## src/rtl/config_stream_loader_pkg.sv

```systemverilog
// Shared types for the configuration stream loader: message/error/state enums
// and the header field layout of the first beat of every packet.
package cfg_loader_pkg;

    typedef enum logic [3:0] {
        WEIGHTS    = 4'd0,
        THRESHOLDS = 4'd1
    } msg_type_e;

    typedef enum logic [1:0] {
        NONE    = 2'd0,
        BAD_HDR = 2'd1,
        SHORT   = 2'd2,
        LONG    = 2'd3
    } err_code_e;

    typedef enum logic [1:0] {
        HDR     = 2'd0,
        PAYLOAD = 2'd1,
        DRAIN   = 2'd2
    } state_e;

    localparam int HDR_TYPE_LSB  = 0;
    localparam int HDR_TYPE_W    = 4;
    localparam int HDR_LAYER_LSB = 4;
    localparam int HDR_LAYER_W   = 8;
    localparam int HDR_LEN_LSB   = 16;
    localparam int HDR_LEN_W     = 16;

    // A header is unusable when its type is unknown or it targets a missing layer.
    function automatic logic hdr_is_bad(input logic [HDR_TYPE_W-1:0]  msg_type,
                                        input logic [HDR_LAYER_W-1:0] layer,
                                        input int                     layers);
        return (msg_type > THRESHOLDS) || (int'(layer) >= layers);
    endfunction

endpackage

```

## src/rtl/config_stream_loader_if.sv

```systemverilog
// Configuration stream: valid/ready beats with byte keep and end-of-packet marker.
interface config_stream_if #(
    parameter int CONFIG_BUS_WIDTH = 32
);
    logic [CONFIG_BUS_WIDTH-1:0]   config_data_in;
    logic                          config_valid;
    logic [CONFIG_BUS_WIDTH/8-1:0] config_keep;
    logic                          config_last;
    logic                          config_ready;

    modport master (
        output config_data_in, config_valid, config_keep, config_last,
        input  config_ready
    );

    modport slave (
        input  config_data_in, config_valid, config_keep, config_last,
        output config_ready
    );
endinterface

```

## src/rtl/config_stream_loader_packer.sv

```systemverilog
// Packs narrow stream beats (first beat lowest) into one wide write word,
// zeroing unkept bytes and closing the word early on flush.
module cfg_word_packer #(
    parameter int CONFIG_BUS_WIDTH = 32,
    parameter int BUS_WIDTH        = 64
) (
    input  logic                          clk,
    input  logic                          rst_n,
    input  logic                          beat_valid,
    input  logic [CONFIG_BUS_WIDTH-1:0]   beat_data,
    input  logic [CONFIG_BUS_WIDTH/8-1:0] beat_keep,
    input  logic                          flush,
    output logic [BUS_WIDTH-1:0]          word,
    output logic                          word_valid
);
    localparam int RATIO = BUS_WIDTH / CONFIG_BUS_WIDTH;
    localparam int CNT_W = (RATIO > 1) ? $clog2(RATIO) : 1;

    logic [CNT_W-1:0]            beat_cnt_q;
    logic [BUS_WIDTH-1:0]        acc_q;
    logic [CONFIG_BUS_WIDTH-1:0] masked;

    always_comb begin
        masked = '0;
        for (int b = 0; b < CONFIG_BUS_WIDTH/8; b++) begin
            if (beat_keep[b]) masked[8*b +: 8] = beat_data[8*b +: 8];
        end
    end

    // Slots above the current beat are still zero in acc_q, so an early flush
    // naturally leaves the missing upper beats cleared.
    always_comb begin
        word = acc_q;
        for (int i = 0; i < RATIO; i++) begin
            if (beat_cnt_q == CNT_W'(i)) word[i*CONFIG_BUS_WIDTH +: CONFIG_BUS_WIDTH] = masked;
        end
    end

    assign word_valid = beat_valid && (flush || (beat_cnt_q == CNT_W'(RATIO-1)));

    always_ff @(posedge clk or negedge rst_n) begin
        if (!rst_n) begin
            beat_cnt_q <= '0;
            acc_q      <= '0;
        end else if (beat_valid) begin
            if (word_valid) begin
                beat_cnt_q <= '0;
                acc_q      <= '0;
            end else begin
                beat_cnt_q <= beat_cnt_q + CNT_W'(1);
                acc_q      <= word;
            end
        end
    end

endmodule

```

## src/rtl/config_stream_loader.sv

```systemverilog
// Config stream loader: parses header + payload packets from the stream and
// issues packed, addressed writes to per-layer weight/threshold memories.
module config_stream_loader
    import cfg_loader_pkg::*;
#(
    parameter int CONFIG_BUS_WIDTH = 32,
    parameter int BUS_WIDTH        = 64,
    parameter int LAYERS           = 3,
    parameter int ADDR_WIDTH       = 16
) (
    input  logic                  clk,
    input  logic                  rst_n,
    config_stream_if.slave        cfg_s,
    output logic [BUS_WIDTH-1:0]  wr_data,
    output logic [ADDR_WIDTH-1:0] wr_addr,
    output logic [LAYERS-1:0]     weight_wr_en,
    output logic [LAYERS-1:0]     threshold_wr_en,
    output logic                  cfg_done,
    output logic                  cfg_error,
    output logic [1:0]            err_code,
    input  logic                  err_clear,
    output logic [2*LAYERS-1:0]   layers_loaded
);

    state_e                   state_q, state_d;
    logic                     ready_q;
    logic                     beat_acc, beat_last;
    logic [HDR_TYPE_W-1:0]    hdr_type;
    logic [HDR_LAYER_W-1:0]   hdr_layer;
    logic [HDR_LEN_W-1:0]     hdr_len;
    logic                     hdr_bad, hdr_len_zero;
    logic                     is_thr_q;
    logic [HDR_LAYER_W-1:0]   layer_q;
    logic [HDR_LEN_W-1:0]     len_q, word_cnt_q;
    logic                     last_word;
    logic                     pack_valid, word_valid;
    logic [BUS_WIDTH-1:0]     word;
    logic                     hdr_load, wr_go, done_go, loaded_go, err_go;
    err_code_e                err_new;
    logic [LAYERS-1:0]        layer_sel;
    logic [2*LAYERS-1:0]      loaded_set;

    assign cfg_s.config_ready = ready_q;
    assign beat_acc     = cfg_s.config_valid && ready_q;
    assign beat_last    = cfg_s.config_last;
    assign hdr_type     = cfg_s.config_data_in[HDR_TYPE_LSB  +: HDR_TYPE_W];
    assign hdr_layer    = cfg_s.config_data_in[HDR_LAYER_LSB +: HDR_LAYER_W];
    assign hdr_len      = cfg_s.config_data_in[HDR_LEN_LSB   +: HDR_LEN_W];
    assign hdr_bad      = hdr_is_bad(hdr_type, hdr_layer, LAYERS);
    assign hdr_len_zero = (hdr_len == '0);
    assign last_word    = (word_cnt_q == len_q - HDR_LEN_W'(1));
    assign pack_valid   = beat_acc && (state_q == PAYLOAD);

    cfg_word_packer #(
        .CONFIG_BUS_WIDTH (CONFIG_BUS_WIDTH),
        .BUS_WIDTH        (BUS_WIDTH)
    ) u_packer (
        .clk        (clk),
        .rst_n      (rst_n),
        .beat_valid (pack_valid),
        .beat_data  (cfg_s.config_data_in),
        .beat_keep  (cfg_s.config_keep),
        .flush      (beat_last),
        .word       (word),
        .word_valid (word_valid)
    );

    always_ff @(posedge clk or negedge rst_n) begin
        if (!rst_n) state_q <= HDR;
        else        state_q <= state_d;
    end

    always_comb begin
        state_d = state_q;
        if (beat_acc) begin
            unique case (state_q)
                HDR: begin
                    if (hdr_bad)          state_d = beat_last ? HDR : DRAIN;
                    else if (!beat_last)  state_d = hdr_len_zero ? DRAIN : PAYLOAD;
                end
                PAYLOAD: begin
                    if (word_valid) begin
                        if (last_word && !beat_last) state_d = DRAIN;
                        else if (beat_last)          state_d = HDR;
                    end
                end
                DRAIN: begin
                    if (beat_last) state_d = HDR;
                end
                default: state_d = HDR;
            endcase
        end
    end

    // Per-beat actions; everything they drive is registered one cycle later.
    always_comb begin
        hdr_load  = 1'b0;
        wr_go     = 1'b0;
        done_go   = 1'b0;
        loaded_go = 1'b0;
        err_go    = 1'b0;
        err_new   = NONE;
        if (beat_acc) begin
            case (state_q)
                HDR: begin
                    if (hdr_bad) begin
                        err_go  = 1'b1;
                        err_new = BAD_HDR;
                    end else if (hdr_len_zero) begin
                        if (beat_last) begin
                            done_go = 1'b1;
                        end else begin
                            err_go  = 1'b1;
                            err_new = LONG;
                        end
                    end else if (beat_last) begin
                        err_go  = 1'b1;
                        err_new = SHORT;
                    end else begin
                        hdr_load = 1'b1;
                    end
                end
                PAYLOAD: begin
                    if (word_valid) begin
                        wr_go = 1'b1;
                        if (last_word) begin
                            if (beat_last) begin
                                done_go   = 1'b1;
                                loaded_go = 1'b1;
                            end else begin
                                err_go  = 1'b1;
                                err_new = LONG;
                            end
                        end else if (beat_last) begin
                            err_go  = 1'b1;
                            err_new = SHORT;
                        end
                    end
                end
                default: ;
            endcase
        end
    end

    always_comb begin
        for (int l = 0; l < LAYERS; l++) begin
            layer_sel[l]      = (int'(layer_q) == l);
            loaded_set[2*l]   = loaded_go && !is_thr_q && layer_sel[l];
            loaded_set[2*l+1] = loaded_go &&  is_thr_q && layer_sel[l];
        end
    end

    always_ff @(posedge clk or negedge rst_n) begin
        if (!rst_n) begin
            ready_q         <= 1'b0;
            is_thr_q        <= 1'b0;
            layer_q         <= '0;
            len_q           <= '0;
            word_cnt_q      <= '0;
            wr_data         <= '0;
            wr_addr         <= '0;
            weight_wr_en    <= '0;
            threshold_wr_en <= '0;
            cfg_done        <= 1'b0;
            cfg_error       <= 1'b0;
            err_code        <= NONE;
            layers_loaded   <= '0;
        end else begin
            ready_q <= 1'b1;

            if (hdr_load) begin
                is_thr_q   <= hdr_type[0];
                layer_q    <= hdr_layer;
                len_q      <= hdr_len;
                word_cnt_q <= '0;
            end else if (wr_go) begin
                word_cnt_q <= word_cnt_q + HDR_LEN_W'(1);
            end

            weight_wr_en    <= '0;
            threshold_wr_en <= '0;
            if (wr_go) begin
                wr_data         <= word;
                wr_addr         <= ADDR_WIDTH'(word_cnt_q);
                weight_wr_en    <= is_thr_q ? '0 : layer_sel;
                threshold_wr_en <= is_thr_q ? layer_sel : '0;
            end

            cfg_done      <= done_go;
            layers_loaded <= layers_loaded | loaded_set;

            // A new error beats a simultaneous clear and restarts the first-error record.
            if (err_go) begin
                cfg_error <= 1'b1;
                if (!cfg_error || err_clear) err_code <= err_new;
            end else if (err_clear) begin
                cfg_error <= 1'b0;
                err_code  <= NONE;
            end
        end
    end

endmodule

```

## src/flat_wrapper.sv

```systemverilog
// flat-port wrapper written by rule: the top's interface ports become plain ports
module config_stream_loader_flat import cfg_loader_pkg::*;
#(
    parameter int CONFIG_BUS_WIDTH = 32,
    parameter int BUS_WIDTH        = 64,
    parameter int LAYERS           = 3,
    parameter int ADDR_WIDTH       = 16
)
  (clk, rst_n, wr_data, wr_addr, weight_wr_en, threshold_wr_en, cfg_done, cfg_error, err_code, err_clear, layers_loaded, cfg_s_config_data_in, cfg_s_config_valid, cfg_s_config_keep, cfg_s_config_last, cfg_s_config_ready);
  config_stream_if #(.CONFIG_BUS_WIDTH(CONFIG_BUS_WIDTH)) cfg_s_i ();
  input  logic clk;
  input  logic rst_n;
  output logic [BUS_WIDTH-1:0] wr_data;
  output logic [ADDR_WIDTH-1:0] wr_addr;
  output logic [LAYERS-1:0] weight_wr_en;
  output logic [LAYERS-1:0] threshold_wr_en;
  output logic cfg_done;
  output logic cfg_error;
  output logic [1:0] err_code;
  input  logic err_clear;
  output logic [2*LAYERS-1:0] layers_loaded;
  input wire logic [$bits(cfg_s_i.config_data_in)-1:0] cfg_s_config_data_in;
  input wire logic [$bits(cfg_s_i.config_valid)-1:0] cfg_s_config_valid;
  input wire logic [$bits(cfg_s_i.config_keep)-1:0] cfg_s_config_keep;
  input wire logic [$bits(cfg_s_i.config_last)-1:0] cfg_s_config_last;
  output wire logic [$bits(cfg_s_i.config_ready)-1:0] cfg_s_config_ready;
  assign cfg_s_i.config_data_in = cfg_s_config_data_in;
  assign cfg_s_i.config_valid = cfg_s_config_valid;
  assign cfg_s_i.config_keep = cfg_s_config_keep;
  assign cfg_s_i.config_last = cfg_s_config_last;
  assign cfg_s_config_ready = cfg_s_i.config_ready;
  config_stream_loader #(.CONFIG_BUS_WIDTH(CONFIG_BUS_WIDTH), .BUS_WIDTH(BUS_WIDTH), .LAYERS(LAYERS), .ADDR_WIDTH(ADDR_WIDTH)) u_core (.clk(clk), .rst_n(rst_n), .cfg_s(cfg_s_i), .wr_data(wr_data), .wr_addr(wr_addr), .weight_wr_en(weight_wr_en), .threshold_wr_en(threshold_wr_en), .cfg_done(cfg_done), .cfg_error(cfg_error), .err_code(err_code), .err_clear(err_clear), .layers_loaded(layers_loaded));
endmodule
```

## config.mk

```make
export PLATFORM = sky130hd
export DESIGN_NAME = config_stream_loader_flat
export DESIGN_NICKNAME = d
export VERILOG_FILES = /design/src/rtl/config_stream_loader_pkg.sv /design/src/rtl/config_stream_loader_if.sv /design/src/rtl/config_stream_loader_packer.sv /design/src/rtl/config_stream_loader.sv /design/src/flat_wrapper.sv
export SDC_FILE = /design/constraint.sdc
export NUM_CORES = 1
export LEC_CHECK = 0
export CORE_MARGIN = 4
export CORE_UTILIZATION = 45
export DETAILED_ROUTE_END_ITERATION = 10
export GPL_TIMING_DRIVEN = 0
export MAX_ROUTING_LAYER = met4
export PLACE_DENSITY = 0.76
export SKIP_CTS_REPAIR_TIMING = 1
export SYNTH_ARGS = -nofsm -noshare
export SYNTH_HDL_FRONTEND = slang
export SYNTH_SLANG_ARGS = --single-unit
export TNS_END_PERCENT = 1
```

## constraint.sdc

```tcl
create_clock -name clk -period 4 [get_ports clk]
set_input_delay 1 -clock clk [delete_from_list [all_inputs] [get_ports clk]]
set_output_delay 1 -clock clk [all_outputs]
set_load 0.05 [all_outputs]
```

Yosys cells after proc, flatten, opt, wreduce, memory -nomap -nowiden
Cells that the tools add are included.

storage, ports and cells
  register bits = 205
  bits of input ports = 41
  output and inout port bits = 97
  word-level logic and storage cells = 113

cells by class
  add/subtract/negate cells = 3
  order comparisons = 2
  eq/ne operators = 8
  mux-type cells = 58
  bitwise gates (word level) = 1
  reductions and logical operators = 25

operator list
  operator                                                                              number
  32-bit 2-to-1 mux                                                                     2
  64-bit 2-to-1 mux                                                                     1
  2-bit 2-to-1 mux                                                                      17
  16-bit 2-to-1 mux                                                                     2
  8-bit 2-to-1 mux                                                                      4
  1-bit 2-to-1 mux                                                                      24
  16-bit by 1-bit adder with 16-bit output (second input constant)                      1
  16-bit == test                                                                        1
  16-bit logical NOT                                                                    1
  16-bit by 1-bit subtractor with 16-bit output (second input constant)                 1
  1-bit logical AND                                                                     12
  3-bit 2-to-1 mux                                                                      4
  8-bit by 2-bit == test with 1-bit output (second input constant)                      1
  8-bit by 3-bit == test with 1-bit output (second input constant)                      1
  8-bit by 2-bit greater-or-equal comparator with 1-bit output (second input constant)  1
  8-bit logical NOT                                                                     1
  6-bit bitwise OR                                                                      1
  2-bit one-hot mux with 3 select lines                                                 1
  4-bit by 1-bit greater-than comparator with 1-bit output (second input constant)      1
  2-bit != test (second input constant)                                                 2
  1-bit one-hot mux with 2 select lines                                                 2
  2-bit one-hot mux with 2 select lines                                                 1
  2-bit nonzero test                                                                    2
  1-bit logical NOT                                                                     3
  other kinds (8)                                                                       10

Longest topological paths before layout
Gate-level depths: netlist of the first run.

  depth in word-level cells = 9
  gate-level depth with buffers = 13
  gate-level depth less buffers = 13

Modules after synthesis
A second synthesis of the first run with hierarchy kept.

second synthesis, totals
  cells, all modules = 1,088
  area, all modules = 9,701.8 um^2

modules (own cells, without submodules)
  module                instances  cells an instance  area each (um^2)  sequential area each (um^2)
  config_stream_loader  1          661                6,261.0           3,503.4
  cfg_word_packer       1          427                3,440.8           1,626.6

Worst setup path after synthesis of the first run
No wires, ideal clock.

  path kind = reg-to-reg
  from = register u_core.len_q[0]
  to = register u_core.err_code[1]
  setup time = 128 ps
  arrival time = 3,069 ps
  required time = 3,872 ps
  slack = 803 ps
  cell stages (with the launch flop) = 13
  path buffers = 0
  clock period less this slack = 3,197 ps
  cells stage by stage = dfrtp_1 -> inv_1 -> ha_1 -> nor3b_1 -> nand2_1 -> o41ai_1 -> nand4_1 -> nor4_1 -> ha_1 -> or3_1 -> a21o_1 -> nor2_1 -> o21ai_0

between the ends
  word-level cells in the longest chain between the ends = 8
  elaborated cells between the ends (all ways) = 15
  classes of those cells = add/sub: 1; eq/ne: 2; mux: 10; reduce/logical: 2

RTL lines
  element                                                                                         RTL line                     RTL
  start, declared                                                                                 config_stream_loader.sv:34   logic [HDR_LEN_W-1:0] len_q, word_cnt_q;
  start signal, assigned                                                                          config_stream_loader.sv:174  len_q <= hdr_len;
  16-bit by 1-bit subtractor with 16-bit output *                                                 config_stream_loader.sv:51   assign last_word = (word_cnt_q == len_q - HDR_LEN_W'(1));
  16-bit == test *                                                                                config_stream_loader.sv:51
  1-bit 2-to-1 mux or 2-bit 2-to-1 mux (tied branches)                                            config_stream_loader.sv:126  if (last_word) begin
  1-bit 2-to-1 mux or 2-bit 2-to-1 mux (tied branches)                                            config_stream_loader.sv:124  if (word_valid) begin
  1-bit one-hot mux with 2 select lines or 2-bit one-hot mux with 2 select lines (tied branches)  config_stream_loader.sv:104  case (state_q)
  1-bit 2-to-1 mux or 2-bit 2-to-1 mux (tied branches)                                            config_stream_loader.sv:103  if (beat_acc) begin
  2-bit != test (no source line), or another cell as far along                                    --
  2-bit AND reduction (no source line) or 2-bit 2-to-1 mux (tied branches)                        --
  end signal, assigned                                                                            config_stream_loader.sv:195  if (!cfg_error || err_clear) err_code <= err_new;
  end, declared                                                                                   config_stream_loader.sv:20   output logic [1:0] err_code,

Mark *: on every way between the ends. The rest lies on a longest branch, timed or not. The select of a mux whose other input is x is not followed.
A chain may end at the register's enable or synchronous reset.

Worst setup path in the final report of the first run
Ends and elaborated chain as after synthesis.

==> results of run 1 <==
[sequential cells by signal, indices dropped and copies added (netlist names), 2 cells and up]
signal                  count
u_core.u_packer.acc_q      64
u_core.wr_data             64
u_core.len_q               16
u_core.word_cnt_q          16
u_core.wr_addr             16
u_core.layer_q              8
u_core.layers_loaded        6
u_core.threshold_wr_en      3
u_core.weight_wr_en         3
u_core.err_code             2
u_core.state_q              2
[layout make-up]
| cell class | instances | area share, % |
|---|---|---|
| Buffer | 66 | 2.32 |
| Clock buffer | 24 | 4.94 |
| Clock inverter | 16 | 1.73 |
| Inverter | 10 | 0.321 |
| Multi-Input combinational cell | 694 | 32.1 |
| Sequential cell | 205 | 43.9 |
| Tap cell | 265 | 2.84 |
| Timing Repair Buffer | 135 | 11.9 |
[logic make-up (layout without fill, tap and decap cells)]
kind of cell | count (synthesis) | in the layout | share of synthesized area, %
buffers and inverters | 76 | 251 | 3.37
adder cells (fa/ha/maj) | 7 | 7 | 0.956
XOR/XNOR | 34 | 34 | 3.25
other | 1 | 1 | 0.0409
flip-flops | 205 | 205 | 56.0
AND/OR/NAND/NOR | 433 | 433 | 21.8
multiplexers | 18 | 18 | 2.20
AO/OA/AOI/OAI | 201 | 201 | 12.4
[layer usage]
metal	track usage, %	up-vias	wire length [um]
li1	-	3583	-
met1	30.5	3677	10800
met5	-	-	0
met4	5.71	0	467
met3	4.18	47	1760
met2	35.0	248	11500
[worst register-to-register path, delay by kind of cell, from the launching register on]
kind / cells / cell delay, ps
AND/OR/NAND/NOR: 6 / 1720
flip-flops: 1 / 420
AO/OA/AOI/OAI: 3 / 720
buffers and inverters: 1 / 120
adder cells (fa/ha/maj): 2 / 580
[worst max-delay path by stage]
stage,cells after the start,end,start,slack [ps]
floorplan,12,u_core.err_code[1],u_core.len_q[0],800
global placement,1,u_core.wr_addr[7],rst_n,-6560
detailed placement,12,u_core.err_code[1],u_core.len_q[0],-60
CTS,12,u_core.err_code[1],u_core.len_q[0],-100
global route,12,u_core.err_code[1],u_core.len_q[0],0.5
finish,12,u_core.err_code[1],u_core.len_q[0],320
[stage by stage]
| step | util, % | hold slack (ps) | instance area, um2 | setup WS, ps | TNS, ps |
|---|---|---|---|---|---|
| 6_report | 59.3 | 245 | 11700 | 316 | 0 |
| 5_1_grt | 59.3 | 225 | 11700 | 0.511 | 0 |
| 3_3_place_gp | 54.9 | 457 | 10800 | -6560 | -1340640 |
| 2_1_floorplan | - | 445 | 9160 | 803 | 0 |
| 3_5_place_dp | 55.2 | 461 | 10900 | -55.4 | -93.0 |
| 4_1_cts | 59.2 | 234 | 11700 | -95.4 | -173 |
[cells in the mapped netlist, types with 2 or more instances]
| cell | count |
|---|---|
| nor3b_1 | 3 |
| or3_1 | 3 |
| ha_1 | 7 |
| o41ai_1 | 3 |
| buf_1 | 5 |
| xor2_1 | 12 |
| clkbuf_1 | 47 |
| and3_1 | 4 |
| nor2b_1 | 40 |
| nand3_1 | 5 |
| nand4_1 | 4 |
| nor4_1 | 11 |
| or2_2 | 3 |
| a31oi_1 | 34 |
| nor3_1 | 11 |
| o21bai_1 | 4 |
| o21ai_0 | 101 |
| inv_1 | 10 |
| o31ai_1 | 8 |
| nand4b_1 | 2 |
| nor2_1 | 68 |
| and2_1 | 35 |
| nand2b_1 | 4 |
| o211ai_1 | 2 |
| a21oi_1 | 38 |
| a211oi_1 | 2 |
| buf_2 | 12 |
| a21o_1 | 2 |
| and4_1 | 4 |
| mux2_2 | 17 |
| nand2_1 | 229 |
| xnor2_1 | 22 |
| dfrtp_1 | 205 |
[report_power, final]
| group | internal [mW] | total, mW | switching [mW] |
|---|---|---|---|
| clock | 1.31 | 2.17 | 0.858 |
| combinational | 0.0652 | 0.190 | 0.125 |
| sequential | 2.08 | 2.08 | 0.00476 |
==> impl_metrics.ini, run 1 <==
[sta]
slew_headroom_pct = 57.7
setup_viol = 0
period_needed_ps = 3680
drv_slew = 0
max_freq_ghz = 0.271
finClkSkew_ps = 21.5
post-route-period-util_pct = 92.1
tightestPinTransition_ps = 635
grt_setup_unrepaired = false
hold_viol = 0

[cells_and_area]
layout-drive-gt1-share_pct = 7.39
multiInputGateArea_um2 = 3750
synthToLayoutAreaGrowth_pct = 27.6
final_nets = 1182
diodes = 0
mostFrequentLayoutCell = nand2_1
seq_area_um2 = 5130
layout_common_cells = nand2_1 (229), dfrtp_1 (205), clkdlybuf4s50_1 (132), o21ai_0 (101), nor2_1 (68)
instances_no_fill = 1415
fillCellCount = 1644

[clock_network]
clock-sinks = 205
clk_pin_slew_ps = 60
h-tree-depth = 1
clk-insertion-delay-late_ps = 520
clockBufferDepth = 3
cts_tree = done
cts_root_buf = clkbuf_16
numCtsBuffers = 22

[die]
coreArea_um2 = 19700
dieArea_um2 = 22700
die_width_um = 151
die_height_um = 151
num_io_pins = 138
num_rows = 51
start_util_pct = 46.5

[synthesis]
synth_nets = 1023
ys_types = 51
yosys_warnings = 0
yosys.area.top_type = dfrtp_1
syn_area_um2 = 9160
synthArstFlopShare_pct = 100
synth_ff_type = dfrtp_1
avgSynthCellArea_um2 = 9.40
synth_edf_count = 0
synth.top_cells.by_area = dfrtp_1 (56%), nand2_1 (9.4%), o21ai_0 (5.5%)
syn_inst = 975
netlist.area_leader.share_pct = 56.0
ys_seq_elements = 205
yosysSeqAreaShare_pct = 56.0

[global_routing]
grt_max_degree = 124
overflow = 0
grt_pass1_vias = 7526
grtUsageTotal_pct = 22.4
grt_pass1_wl_mm = 39.6
antenna_found_initial = 0

[route]
wirelength_mm = 24.6
drtIter0Drc = 600
antenna_left = 0
vias_per_cell = 5.34
dr.pass1.iters = 5
drcViolationCount = 0
route.detailed.wl_per_inst_um = 17.4
via_count = 7555

[critical_path]
cp_top_family = simple AND/OR/NAND/NOR gates
crit_fanout = 5
slowest_delay_ps = 460
reg2reg_slack_ps = 320
r2r_end = u_core.err_code[1]
arrival_ps = 4060
cp_common_cell = ha_1
crit_chain = inv_1 > ha_1 > nor3b_2 > nand2_1 > o41ai_1 > nand4_1 > nor4_2 > ha_1 > or3_1 > a21o_1 > nor2_1 > o21ai_0
critical_path.startpoint_type = flip-flop
rr_worst_depth = 12
critPathSlowestCell = nor4_2
critPathKind = reg2reg
path_buf_inv = 1
r2r-start = u_core.len_q[0]
cp.required_ps = 4380
endpoint_kind = flip-flop

[outcome]
run_status = finished clean

[pwr]
p_total_mw = 4.44
power.density_nw_per_um2 = 380
power.leakage_nw = 5.32
ir_drop_uv = 228

[min_path]
hold_path_class = in2async

[placed_design]
numPortBuffers = 133
dp_cells = 1375
dp_hpwl_mm = 17.2
gp_congestion = 0.865

[job]
cap_violations = 0
Note: power is estimated with default switching activity, not from simulation.
==> run 2: changes to the inputs <==
ABC_CLOCK_PERIOD_IN_PS = 4000   (was unset)
==> results of run 2 <==
No change in the layout: final DEF, timing and power equal those of run 1.
==> edit 1 (flow settings as in run 2) <==
Register the output `err_code` once more; this adds one clock of latency there. The other outputs are not delayed to match.
--- a/src/rtl/config_stream_loader.sv
+++ b/src/rtl/config_stream_loader.sv
@@ -21,6 +21,8 @@
     input  logic                  err_clear,
     output logic [2*LAYERS-1:0]   layers_loaded
 );
+
+    logic [1:0] err_code_s0;
 
     state_e                   state_q, state_d;
     logic                     ready_q;
@@ -163,7 +165,7 @@
             threshold_wr_en <= '0;
             cfg_done        <= 1'b0;
             cfg_error       <= 1'b0;
-            err_code        <= NONE;
+            err_code_s0     <= NONE;
             layers_loaded   <= '0;
         end else begin
             ready_q <= 1'b1;
@@ -192,13 +194,17 @@
             // A new error beats a simultaneous clear and restarts the first-error record.
             if (err_go) begin
                 cfg_error <= 1'b1;
-                if (!cfg_error || err_clear) err_code <= err_new;
+                if (!cfg_error || err_clear) err_code_s0 <= err_new;
             end else if (err_clear) begin
                 cfg_error <= 1'b0;
-                err_code  <= NONE;
+                err_code_s0 <= NONE;
             end
         end
     end
 
+    always_ff @(posedge clk) begin
+        err_code <= err_code_s0;
+    end
+
 endmodule
 
Function: changed (a bounded check fails within 4 cycles, from zero or initial values and one cycle with rst_n low).
==> edit 1 against run 2 <==
Routed wire length increased by 0.11%. Sequential cell count increased by 2. Power down 5.1%. Setup slack worse by 0.052 ns. Global-route usage up 0.39 points. Utilization down 1.8 points. Area after synthesis rose by 0.51%. Cell area decreased by 0.78%. Largest cell class unchanged.
==> edit 1: results (changes against run 2) <==
dp_slack_ns: 0.265  # was -0.0554 ns
wl_met3_mm: 1.59  # was 1.76 mm
dr.max_layer_used: "met4"  # unchanged
antenna_found_initial: 0  # unchanged
place_hpwl_mm: 17.4  # was 17.2 mm
wl_met1_mm: 10.6  # was 10.8 mm
slowest_delay_ns: 0.75  # was 0.46 ns
synthAdderAreaFrac: 0.00951  # was 0.00956
root_buffer: "clkbuf_16"  # unchanged
wl_met2_mm: 11.8  # was 11.5 mm
htreeDepth: 1  # unchanged
grt_pass1_wl_mm: 40.1  # was 39.6 mm
antenna-diode-count: 0  # unchanged
clock_skew_ns: 0.0209  # was 0.0215 ns
min_path_type: "flip-flop to flip-flop"  # was input port to asynchronous set/reset pin
reg_top3: "u_core.u_packer.acc_q: 64 flops, u_core.wr_data: 64 flops"  # unchanged
final_common_cell: "nand2_1"  # unchanged
yosys_warnings: 0  # unchanged
synth_compound_area_frac: 0.124  # about the same
drive_above_1_share: 0.0689  # was 0.0739
cts_inserted_buffers: 22  # unchanged
p_leak_nw: 5.26  # was 5.32 nW
drt_iter0_markers: 521  # was 600
synthTopCellsByCount: "nand2_1 (226), dfrtp_1 (205), o21ai_0 (101), nor2_1 (61), clkbuf_1 (44)"  # was nand2_1 (229), dfrtp_1 (205), o21ai_0 (101), nor2_1 (68), clkbuf_1 (47)
clockBufferDepth: 3  # unchanged
port_buffers: 133  # unchanged
gp_congestion: 0.895  # was 0.865
synthArstFlopShare: 0.990  # was 1.00
critPathArrivalTime_ns: 4.11  # was 4.06 ns
ys_seq_area_frac: 0.561  # was 0.560
grt_max_degree: 118  # was 124
synth_xor_area_frac: 0.0314  # was 0.0325
grt.total_usage: 0.228  # was 0.224
drt-wirelength-per-cell_um: 17.4  # about the same
firstDrtPassIters: 5  # unchanged
yosysUniqueCellTypes: 55  # was 51
outcome: "finished, final reports clean"  # unchanged
clk_latency_ns: 0.51
max-cap-violations: 0  # unchanged
worst_ir_drop_vdd_mv: 0.248  # was 0.228 mV
synth_area_leaders: "dfrtp_1 (56%), nand2_1 (9.2%), o21ai_0 (5.5%)"  # was dfrtp_1 (56%), nand2_1 (9.4%), o21ai_0 (5.5%)
final_nets: 1178  # was 1,182
clk_pin_slew_ns: 0.06  # about the same
critical-path-top-delay-family: "simple AND/OR/NAND/NOR gates"  # unchanged
synth_mux_area_frac: 0.0219  # was 0.0220
dr_total_vias: 7595  # was 7,555
critPathSlowestCell: "nor4_1"  # was nor4_2
crit_fanout: 7  # was 5
maxSlewHeadroom: 0.412  # was 0.577
cts_tree: "built"  # unchanged
synth_nets: 1020  # was 1,023
fillers: 1778  # was 1,644
placed_area_mm2: 0.0109  # about the same
-- edit 1: changes by cell type after synthesis, sizes merged, moves of 3 or more --
cell	run 2	this run
nor2	68	62
xnor2	22	18
xor2	12	15
nand2	229	226
clkbuf	48	45
nand3	5	9
buf	18	21
-- edit 1: per-layer routing --
metal  up-vias  track usage
met5         -            -
met3        42       0.0395
met2       232        0.364
met1      3738        0.307
li1       3583            -
met4         0       0.0562
-- edit 1: final timing paths --
kind                                             from                   endpoint  slack (ns)  cells past startpoint
worst max-delay path                  u_core.len_q[3]      u_core.err_code_s0[1]        0.26                     11
worst min-delay path            u_core.err_code_s0[0]         u_core.err_code[0]        0.37                      0
worst max register to register        u_core.len_q[3]      u_core.err_code_s0[1]        0.26                     11
worst min register to register  u_core.err_code_s0[0]         u_core.err_code[0]        0.37                      0
max in group asynchronous                       rst_n       u_core.word_cnt_q[4]        2.46                      2
min in group asynchronous                       rst_n  u_core.u_packer.acc_q[52]        0.57                      1
-- edit 1: stage by stage --
| step | cells | power (mW) |
|---|---|---|
| after global placement | 1375 | 2.33 |
| after global routing | 1416 | 4.38 |
| after CTS | 1416 | 4.26 |
| after floorplan | 972 | 2.20 |
| final | 1416 | 4.22 |
| after detailed placement | 1376 | 2.33 |
-- edit 1: area by class of cell --
| class | instances | area (um^2) | area share |
|---|---|---|---|
| inverters | 8 | 30.0 | 0.00259 |
| clock buffers | 34 | 646 | 0.0557 |
| flip-flops and latches | 207 | 5170 | 0.446 |
| plain buffers | 66 | 283 | 0.0244 |
| clock inverters | 6 | 41.3 | 0.00356 |
| multi-input cells | 691 | 3730 | 0.321 |
| repair buffers | 134 | 1360 | 0.118 |
| well taps | 270 | 338 | 0.0291 |
-- edit 1: power by group --
part	internal, mW	switching [mW]
clock	1.11	0.811
combinational	0.0620	0.127
sequential	2.10	0.00482
==> edit 2 (flow settings as in run 2) <==
Without the edit above. `ADDR_WIDTH` is set to 16 in 2 places; all go to 17.
--- a/src/rtl/config_stream_loader.sv
+++ b/src/rtl/config_stream_loader.sv
@@ -6,7 +6,7 @@
     parameter int CONFIG_BUS_WIDTH = 32,
     parameter int BUS_WIDTH        = 64,
     parameter int LAYERS           = 3,
-    parameter int ADDR_WIDTH       = 16
+    parameter int ADDR_WIDTH       = 17
 ) (
     input  logic                  clk,
     input  logic                  rst_n,
--- a/src/flat_wrapper.sv
+++ b/src/flat_wrapper.sv
@@ -4,7 +4,7 @@
     parameter int CONFIG_BUS_WIDTH = 32,
     parameter int BUS_WIDTH        = 64,
     parameter int LAYERS           = 3,
-    parameter int ADDR_WIDTH       = 16
+    parameter int ADDR_WIDTH       = 17
 )
   (clk, rst_n, wr_data, wr_addr, weight_wr_en, threshold_wr_en, cfg_done, cfg_error, err_code, err_clear, layers_loaded, cfg_s_config_data_in, cfg_s_config_valid, cfg_s_config_keep, cfg_s_config_last, cfg_s_config_ready);
   config_stream_if #(.CONFIG_BUS_WIDTH(CONFIG_BUS_WIDTH)) cfg_s_i ();
Interface: changed (resized wr_addr); port bits go from 138 to 139. The function was not compared with the original's and may differ.
==> edit 2 against run 2 <==
Count of clock-buffer cells in the layout up 8. Sequential cell count unchanged. Cell area down 0.93%. Worst hold slack better by 0.23 ns. Setup slack better by 0.20 ns. Power down 4.6%. Routed wire length up 1.5%. Area after synthesis up 0.57%. Utilization down 1.9 points. Clock skew down 0.0085 ns. Global-route usage up 0.32 points. Non-clock buffer count up 2. Critical endpoint is now u_core.err_code[0]. Highest routed layer unchanged.
==> edit 2: results (changes against run 2) <==
worst_ir_drop_vdd_mv: 0.222  # was 0.228 mV
critical-path-top-delay-family: "simple AND/OR/NAND/NOR gates"  # unchanged
crit_fanout: 6  # was 5
comb_power_share: 0.059  # was 0.043
numPlacedInstances: 1375  # unchanged
placed_area_mm2: 0.0109  # about the same
synth_area_leaders: "dfrtp_1 (56%), nand2_1 (6.4%), a21oi_1 (5.5%)"  # was dfrtp_1 (56%), nand2_1 (9.4%), o21ai_0 (5.5%)
gp_congestion: 0.892  # was 0.865
rr_endpoint: "u_core.err_code[0]"  # was u_core.err_code[1]
clock_skew_ns: 0.0130  # was 0.0215 ns
r2r-start: "u_core.len_q[3]"  # was u_core.len_q[0]
met3_usage: 0.0326  # was 0.0418
dp_slack_ns: 0.140  # was -0.0554 ns
p_leak_nw: 5.46  # was 5.32 nW
min_to: "u_core.wr_addr[8]"
rrSetupSlack_ns: 0.52  # was 0.32 ns
powerDensity_mw_per_mm2: 366  # was 380 mW/mm^2
clk_latency_ns: 0.50  # was 0.52 ns
finalNonFillerCells: 1411  # was 1,415
final_nets: 1176  # was 1,182
cts_inserted_buffers: 21  # was 22
critPathArrivalTime_ns: 3.90  # was 4.06 ns
fmax_mhz: 287  # was 271 MHz
min_path_type: "flip-flop to flip-flop"  # was input port to asynchronous set/reset pin
yosysUniqueCellTypes: 52  # was 51
multi_input_area_mm2: 0.00379  # was 0.00375 mm^2
ys_seq_area_frac: 0.557  # was 0.560
fillers: 1748  # was 1,644
place_hpwl_mm: 17.7  # was 17.2 mm
reg2regPathDepth: 10  # was 12
port_buffers: 133  # unchanged
tightestPinTransition_ns: 0.981  # was 0.635 ns
drive_above_1_share: 0.0596  # was 0.0739
pwr-share-seq: 0.494  # was 0.469
synth_nets: 1019  # was 1,023
whs_ns: 0.475  # was 0.245 ns
grtUsageMet1: 0.322  # was 0.305
outcome: "finished, final reports clean"  # unchanged
grt_max_degree: 107  # was 124
edit 2: kinds of logic (layout without fill, tap and decap cells):
group / count (synthesis) / count (layout) / share of synthesized area
and+or+nand+nor: 427 / 427 / 0.218
DFF: 205 / 205 / 0.557
AOI/OAI and AO/OA: 199 / 199 / 0.124
buffers and inverters: 75 / 245 / 0.0324
xor gates and xnor gates: 36 / 36 / 0.0342
muxes: 20 / 20 / 0.0244
adders and majority gates: 7 / 7 / 0.00950
other: 2 / 2 / 0.000815
edit 2: area by class of cell:
cell class                      count  share of cell area
Sequential cell                   205               0.443
Multi-Input combinational cell    691               0.327
Timing Repair Buffer              134               0.118
Clock buffer                       32              0.0550
Tap cell                          270              0.0292
Buffer                             69              0.0239
Clock inverter                      4             0.00227
Inverter                            6             0.00194
edit 2: metal layers:
metal / vias to the layer above / part of all wire
met2: 258 / 0.46
met5: - / 0
met4: 0 / 0.024
met3: 48 / 0.062
li1: 3591 / -
met1: 3707 / 0.46
